**config.mk**
```make
export PLATFORM = sky130hd
export DESIGN_NAME = ram_cleaner
export DESIGN_NICKNAME = d
export VERILOG_FILES = /design/src/rtl/ram_cleaner.sv
export SDC_FILE = /design/constraint.sdc
export NUM_CORES = 1
export LEC_CHECK = 0
export BUFFER_PORTS_ARGS = -buffer_cell sky130_fd_sc_hd__buf_2
export CORE_MARGIN = 2
export CORE_UTILIZATION = 53
export DETAILED_ROUTE_END_ITERATION = 6
export HOLD_SLACK_MARGIN = 0.15
export MAX_ROUTING_LAYER = met4
export PLACE_DENSITY = 0.88
export SETUP_SLACK_MARGIN = 0.3
export SLEW_MARGIN = 10
export SYNTH_ARGS = -nofsm -noshare
export SYNTH_HDL_FRONTEND = slang
export SYNTH_SLANG_ARGS = --single-unit
```
**constraint.sdc**
```tcl
create_clock -name clk -period 6.2 [get_ports clk]
set_clock_uncertainty 0.15 [all_clocks]
set_input_delay 1.24 -clock clk [delete_from_list [all_inputs] [get_ports clk]]
set_output_delay 1.24 -clock clk [all_outputs]
set_load 0.02 [all_outputs]
```
**src/rtl/ram_cleaner.sv**
```systemverilog
// ram_cleaner: zeroes every history RAM bank after a decompression job.
// A rising edge on job_decompressed starts a sweep. The sweep writes each
// address once, in ascending order, through the dedicated clean port of all
// NUM_RAM banks in parallel. It then pulses cl_finish and waits for
// job_decompressed to drop.
// Optional feature: define RAM_CLEAN_HWM_EN to sweep only up to the highest
// address written since the last trigger. A job with no writes skips the sweep.
module ram_cleaner #(
    parameter int NUM_RAM    = 16,
    parameter int ADDR_WIDTH = 9
) (
    input  logic                  clk,
    input  logic                  rst_n,
    input  logic                  job_decompressed,
    input  logic                  clean_stall,
    input  logic                  wr_valid,
    input  logic [ADDR_WIDTH-1:0] wr_addr,
    output logic [NUM_RAM-1:0]    clean_wr_en,
    output logic [ADDR_WIDTH-1:0] clean_addr,
    output logic                  cleaning,
    output logic                  cl_finish
);

    typedef enum logic [1:0] {
        IDLE     = 2'd0,
        CLEAN    = 2'd1,
        DONE     = 2'd2,
        WAIT_LOW = 2'd3
    } state_t;

    state_t                state;
    logic                  job_d;
    // One bit wider than an address so the compare against the last address
    // happens before any wrap.
    logic [ADDR_WIDTH:0]   count;
    logic [ADDR_WIDTH-1:0] last_addr;
    logic                  skip_sweep;
    logic                  trigger;
    logic                  start;

    assign trigger = job_decompressed & ~job_d;
    assign start   = trigger && (state == IDLE);

    // Delayed copy of job_decompressed for rising-edge detection.
    always_ff @(posedge clk) begin
        // NOTE: reset is synchronous, so it sits inside the clocked branch and clk is the only sensitivity.
        if (!rst_n) begin
            job_d <= 1'b0;
        end else begin
            job_d <= job_decompressed;
        end
    end

`ifdef RAM_CLEAN_HWM_EN
    logic                  hwm_valid;
    logic [ADDR_WIDTH-1:0] hwm;
    logic [ADDR_WIDTH-1:0] last_q;

    // Track the highest written address since the last accepted trigger.
    // A write in the trigger cycle counts toward the next job.
    always_ff @(posedge clk) begin
        if (!rst_n) begin
            hwm_valid <= 1'b0;
            hwm       <= '0;
            last_q    <= '0;
        end else if (start) begin
            last_q    <= hwm;
            hwm_valid <= wr_valid;
            hwm       <= wr_valid ? wr_addr : '0;
        end else if (wr_valid && (!hwm_valid || (wr_addr > hwm))) begin
            hwm_valid <= 1'b1;
            hwm       <= wr_addr;
        end
    end

    assign last_addr  = last_q;
    assign skip_sweep = ~hwm_valid;
`else
    // Without the high-water mark, every sweep covers the full bank depth.
    logic unused_hwm_inputs;
    assign unused_hwm_inputs = ^{wr_valid, wr_addr};
    assign last_addr         = '1;
    assign skip_sweep        = 1'b0;
`endif

    // Sweep controller: drives the registered clean port and the handshake outputs.
    always_ff @(posedge clk) begin
        if (!rst_n) begin
            state       <= IDLE;
            count       <= '0;
            clean_wr_en <= '0;
            clean_addr  <= '0;
            cleaning    <= 1'b0;
            cl_finish   <= 1'b0;
        end else begin
            // NOTE: the strobe outputs default low every cycle, so each state only states when they pulse high.
            clean_wr_en <= '0;
            cl_finish   <= 1'b0;
            unique case (state)
                IDLE: begin
                    if (start) begin
                        count <= '0;
                        if (skip_sweep) begin
                            state <= DONE;
                        end else begin
                            state    <= CLEAN;
                            cleaning <= 1'b1;
                        end
                    end
                end
                CLEAN: begin
                    // A stalled cycle holds both the address and the counter, so no address is skipped or written twice.
                    if (!clean_stall) begin
                        clean_wr_en <= '1;
                        clean_addr  <= count[ADDR_WIDTH-1:0];
                        count       <= count + 1'b1;
                        if (count == {1'b0, last_addr}) begin
                            state <= DONE;
                        end
                    end
                end
                DONE: begin
                    cleaning  <= 1'b0;
                    cl_finish <= 1'b1;
                    state     <= WAIT_LOW;
                end
                WAIT_LOW: begin
                    if (!job_decompressed) begin
                        state <= IDLE;
                    end
                end
                default: begin
                    state <= IDLE;
                end
            endcase
        end
    end

endmodule

```
=== Yosys cells after proc, flatten, opt, wreduce, memory -nomap -nowiden ===
Index checks and enable logic that the tools add are counted.

* $add $sub $neg: 1
* Eq/ne operators: 8
* Multiplexer cells: 12
* Bitwise logic cells: 3
* Reduce and logical (&&, ||, !) cells: 9

{| class="wikitable"
|+ Operators with widths
! cell !! number
|-
| $mux W10 || 2
|-
| $pmux W10 S2 || 1
|-
| $mux W16 || 1
|-
| $add A10 B1 Y10 const B || 1
|-
| $eq A10 B9 Y1 const B || 1
|-
| $mux W2 || 4
|-
| $ne A2 B2 Y1 const B || 4
|-
| $pmux W2 S4 || 1
|-
| $reduce_and A2 Y1 || 3
|-
| $eq A2 B2 Y1 const B || 2
|-
| $reduce_and A4 Y1 || 1
|-
| $reduce_bool A2 Y1 || 2
|-
| $reduce_and A3 Y1 || 1
|-
| $eq A2 B1 Y1 const B || 1
|-
| $logic_not A2 Y1 || 1
|-
| $mux W1 || 2
|-
| $not A1 Y1 || 2
|-
| $pmux W1 S2 || 1
|-
| $and A1 B1 Y1 || 1
|-
| $logic_and A1 B1 Y1 || 1
|}

* Flip-flop bits (word level): 40
* Word-level logic and storage cells: 40

=== Depth between registers and ports, before layout ===
Gate-level depths: netlist of run 1.

* Depth after elaboration: 5
* Mapped depth: 7
* Gate-level depth less buffers: 6

=== Worst setup path before layout of run 1 ===
OpenSTA, ideal clock, no wires.

* Path type: input-to-reg
* Start: input clean_stall
* End: register count[9]
* Data arrival time: 2,460 ps
* Data required time: 5,979 ps
* Slack: 3,518 ps
* Stages: 4
* Buffers on the path: 0
* Cells stage by stage: and2_1 > a2111o_1 > or4_1 > a21oi_1

* Cells in the longest elaborated chain, start to end: 2

{| class="wikitable"
|+ RTL lines
! what !! RTL line !! text
|-
| start, declared || 15 || <nowiki>input logic clean_stall,</nowiki>
|-
| $ne A2 B2 Y1 (no source line) || - ||
|-
| $reduce_and A3 Y1 (no source line) || - ||
|-
| end signal, assigned || 116 || <nowiki>count <= count + 1'b1;</nowiki>
|-
| end, declared || 35 || <nowiki>logic [ADDR_WIDTH:0] count;</nowiki>
|}

Every way passes these cells.
A chain may end at the register's enable or synchronous reset.

=== Worst setup path in the final report of run 1 ===
* Start: input job_decompressed
* End: register count[9]

* Cells in the longest elaborated chain, start to end: 4

{| class="wikitable"
|+ RTL lines
! what !! RTL line !! text
|-
| start, declared || 14 || <nowiki>input logic job_decompressed,</nowiki>
|-
| $and A1 B1 Y1 || 41 || <nowiki>assign trigger = job_decompressed & ~job_d;</nowiki>
|-
| $logic_and A1 B1 Y1 || 42 || <nowiki>assign start = trigger && (state == IDLE);</nowiki>
|-
| $ne A2 B2 Y1 (no source line) || - ||
|-
| $reduce_and A3 Y1 (no source line) || - ||
|}

Every way passes these cells.

==> results.ini, run 1 <==
[outcome]
status=complete, no violations

[setup_path]
r2r_start=state[1]
slowest_delay_ps=540
cp_cell_sequence=buf_2 > nand2b_2 > a2111o_1 > or4_1 > a21oi_1
startpoint=job_decompressed
crit_path_end_kind=register
r2r_setup_slack_ps=3890
path_class=in2reg
required_ps=6290
critPathLaunchType=input pin
reg2reg_depth=6
cp_slowest_cell=a2111o_1
cp_max_fo=9
r2r-end=count[9]
crit_arrival_ps=2690

[synth]
synth_area_um2=1250
synth-seq-cells=25
ys_top_cells_by_area=dfxtp_1 (40%), buf_4 (9.0%), a21oi_1 (8.0%)
netlist.area_leader.share_pct=40.0
post_synth.cell_area_avg_um2=8.39
seq_area_frac_synth_pct=40.0
syn-num-nets=169
yosysTopAreaCell=dfxtp_1
synthTopCellsByCount=dfxtp_1 (25), nand2_1 (24), a21oi_1 (20)
synth_edf_count=0
ys_types=30
synth_cells=149
yosysMostFrequentCell=dfxtp_1
yosysWarnings=0
synthArstFlopShare_pct=0
synthFlopType=dfxtp_1

[power]
max-vdd-ir-drop_mv=0.195
p_clk_share_pct=16.9
power_switching_share_pct=38.0
power_density_nw_per_um2=305
power.switching_uw=155
intPower_uw=252
pwr-share-seq_pct=45.2
p_comb_share_pct=38.0
p_leak_nw=0.561

[timing]
fin_tns_setup_ps=0
min_period_ps=2600
hold_viol=0
worst_slack_ps=3600
period_share_pct=41.9
setup_violations=0
rsz0062_at_grt=false
whs_ps=312
worst_pin_slew_ps=1000
slew_viol_final=0
clock.fmax_ghz=0.385
max-slew-margin-rel_pct=32.6

[layout]
antennaDiodeCount=0
nets=185
fin_util_pct=60.4
drive_above_1_share_pct=25.6
fillers=199
syn_to_final_growth_pct=6.81

[cts]
root_buffer=clkbuf_4
htree_levels=1
cts_max_path_buffers=2
cts_num_sinks=25
worstSkewPairLatency_ps=300
cts_setup_buffers=0
cts_resized=0
clkTransAtPathRegs_ps=130
hold_buffers=0
numCtsBuffers=3
cts_tree=built

[run]
drv_cap=0

[route]
avgViaCountPerCell=5.66
drtIter0Drc=38
drc=0
vias=1087
routed_wl_mm=2.36
ant_nets=0
first_pass_iters=7
avgRoutedWirePerCell_um=12.3

[floorplan]
dieArea_um2=2760
dieHeight_um=52.6
die_x_um=52.6
core_area_um2=2210
pin_count=41
initial_core_util_pct=56.5
rows=17

[placed_design]
io_buffers=30
hpwl_mm=1.78
place.gp.congestion=0.839
pre_cts_ws_ps=3280

[worst_hold_path]
hold_path_end=clean_addr[1]
hold_start=clean_addr[1]
holdPathStages=2
hold_path.class=reg2reg

[global_route]
grt_usage_pct=19.0
grt_max_degree=17
grt_pass1_vias=922
grt_remaining_overflow=0
grt_pass1_wl_mm=3.86
antenna_found_initial=0

-- flip-flops by register name, summed over array words and instances, names as in the netlist --
register,flops
cl_finish,1
clean_wr_en,1
cleaning,1
state,2
clean_addr,9
count,10
job_d,1
-- worst max-delay path by stage --
stage,endpoint,cells past startpoint,slack (ps)
after floorplan,count[9],4,3520
final,count[9],5,3600
after detailed placement,count[9],5,3280
after global routing,count[9],5,3520
after global placement,count[9],5,3330
after CTS,count[9],5,3600
-- layout by cell type (no fill, tap or decap), drive strengths merged, types with 2 or more instances in the layout --
cell type,instances
clkbuf,3
o31ai,5
buf,30
dfxtp,25
nor2,4
and2,6
or3,6
mux2i,2
nand4,3
nand2,24
nand3,2
nor2b,2
a21oi,20
o21ai,7
or4,3
inv,5
ha,6
-- metrics by stage --
step / instance area [µm²] / total power [mW] / std cells
3_3_place_gp: 1310 / 0.332 / 188
5_1_grt: 1340 / 0.436 / 192
6_report: 1340 / 0.407 / 192
2_1_floorplan: 1250 / 0.323 / 149
4_1_cts: 1340 / 0.410 / 192
3_5_place_dp: 1310 / 0.341 / 188
-- final cells by class --
type	count	area [µm²]	area share (%)
tap	28	35.0	2.62
clock buffer	3	22.5	1.69
clock inverter	1	5.00	0.375
inverter	5	18.8	1.41
sequential	25	500	37.5
timing repair buffer	30	150	11.2
multi-input combinational	100	603	45.2
-- metal layers --
metal	track usage, %	routed length (µm)
met1	20.5	970
met2	36.0	1200
met3	2.57	167
met4	5.13	16
met5	-	0
-- worst max-delay path: cells and delay by family --
family,cells,cell delay [ps]
compound gates,2,690
buf+inv,1,120
simple gates,2,640
-- cells by family (layout without fill, tap and decap cells) --
| logic type | count (synthesis) | after routing | synth area share, % |
|---|---|---|---|
| AOI/OAI and AO/OA | 37 | 37 | 17.8 |
| adders and majority gates | 6 | 6 | 6.01 |
| buffers and inverters | 24 | 39 | 11.7 |
| DFF | 25 | 25 | 40.0 |
| muxes | 2 | 2 | 1.60 |
| and+or+nand+nor | 55 | 55 | 22.8 |
-- power groups by stage --
stage	logic, mW	registers [mW]	clock network [mW]
CTS	0.154	0.184	0.0709
detailed placement	0.154	0.188	0
global placement	0.146	0.186	0
finish	0.155	0.184	0.0687
floorplan	0.131	0.192	0
global route	0.173	0.186	0.0767
(Power assumes the default switching activity.)
==> inputs of run 2 (changes only) <==
- CORE_ASPECT_RATIO: unset -> 2
- CORE_UTILIZATION: 53 -> 44
- PLACE_DENSITY: 0.88 -> 0.79
- clock period: 6.2 -> 2.2 ns (I/O delays scaled with it)
==> results.ini, run 2 (synthesis results as in run 1) <==
[setup_path]
path_class=reg2reg
crit_arrival_ps=2020
critPathLaunchType=register
crit_path_end_kind=register
required_ps=2250
cp_max_fo=7

[cts]
root_buffer=clkbuf_8
cts_num_sinks=25
cts_max_path_buffers=2
clkTransAtPathRegs_ps=90
worstSkewPairLatency_ps=260
htree_levels=1
cts_tree=built
numCtsBuffers=3

[route]
drt-met1-wl_um=989
avgRoutedWirePerCell_um=13.3
avgViaCountPerCell=5.54
top_layer=met4
ant_nets=0
wl_met2_mm=1.53
routed_wl_mm=2.70
vias=1124
drtIter0Drc=23
routed-wl-met3_um=111
first_pass_iters=4
drc=0

[layout]
final_area_um2=1510
drive_above_1_share_pct=36.2
fillers=238
nets=195
syn_to_final_growth_pct=20.4
antennaDiodeCount=0
final_common_cell=buf_2
seq_area_um2=508
largest_register_ffs=10
top_regs=count (10), clean_addr (9), state (2)
final_cell_mix=buf_2 (30), nand2_1 (24), dfxtp_1 (23)
top_register=count
multi_input_area_um2=662

[timing]
slew_viol_final=0
setup_violations=0
min_period_ps=1960
clock.fmax_ghz=0.509
rsz0062_at_grt=true
hold_viol=0
period_share_pct=89.3
fin_tns_setup_ps=0
worst_pin_slew_ps=557
whs_ps=291
max-slew-margin-rel_pct=62.8

[global_route]
grt_remaining_overflow=0
grt_usage_pct=16.5
grt_pass1_wl_mm=4.35
antenna_found_initial=0
grt_pass1_vias=1123
grt_max_degree=17

[placed_design]
hpwl_mm=1.95
place.gp.congestion=0.826
io_buffers=30
placed_cell_area_um2=1350

[floorplan]
rows=27
dieArea_um2=3310
core_area_um2=2740
initial_core_util_pct=45.7
pin_count=41
dieHeight_um=79.4
die_x_um=41.7

[outcome]
status=complete, no violations

[power]
fin_total_pwr_mw=1.41
max-vdd-ir-drop_mv=0.473
p_leak_nw=0.626
power_density_nw_per_um2=935

[worst_hold_path]
hold_path.class=in2reg

[run]
drv_cap=0

## run 2: power by group
| part | total [mW] | internal [mW] | switching [mW] | leakage, nW |
|---|---|---|---|---|
| Clock | 0.273 | 0.128 | 0.145 | 0.0217 |
| Combinational | 0.603 | 0.277 | 0.326 | 0.400 |
| Sequential | 0.532 | 0.494 | 0.0381 | 0.204 |
## run 2: worst paths after layout
| kind | startpoint | to | slack (ps) | cells past startpoint |
|---|---|---|---|---|
| max | state[1] | count[4] | 240 | 7 |
| min reg2reg | clean_addr[8] | clean_addr[8] | 310 | 2 |
| min | rst_n | cl_finish | 290 | 2 |
| max reg2reg | state[1] | count[4] | 240 | 7 |
## run 2: repair_timing
| action | 4_1_cts | 5_1_grt |
|---|---|---|
| setup endpoints to repair | 5 | 8 |
| pin swaps | 7 | 4 |
| resized for setup | 5 | 5 |
| setup buffers | 7 | 2 |
| hold buffers | 0 | 0 |
## run 2: cell type report
class / count / share of cell area (%)
Multi-Input combinational cell: 100 / 44.0
Sequential cell: 25 / 33.7
Timing Repair Buffer: 40 / 15.2
Clock buffer: 3 / 2.74
Tap cell: 29 / 2.41
Inverter: 5 / 1.41
Clock inverter: 1 / 0.499
## run 2: worst max-delay path: stages (launching register included)
cell and delay (ps):
dfxtp_4 370, inv_4 50, ha_4 160, and2_4 140, a2111o_1 450, buf_6 160
or3_4 320, a21oi_2 110
## run 2: layer usage
metal / vias up / track usage [%]
met5: - / -
met4: 0 / 9.68
met3: 6 / 2.04
met2: 29 / 32.0
met1: 536 / 14.5
li1: 553 / -
## run 2: per-stage QoR
stage	worst slack [ps]	cells	utilization, %
after floorplan	310	149	-
after global placement	194	190	49.3
after detailed placement	158	190	49.3
after CTS	207	201	53.6
after global routing	170	203	55.0
final	236	203	55.0
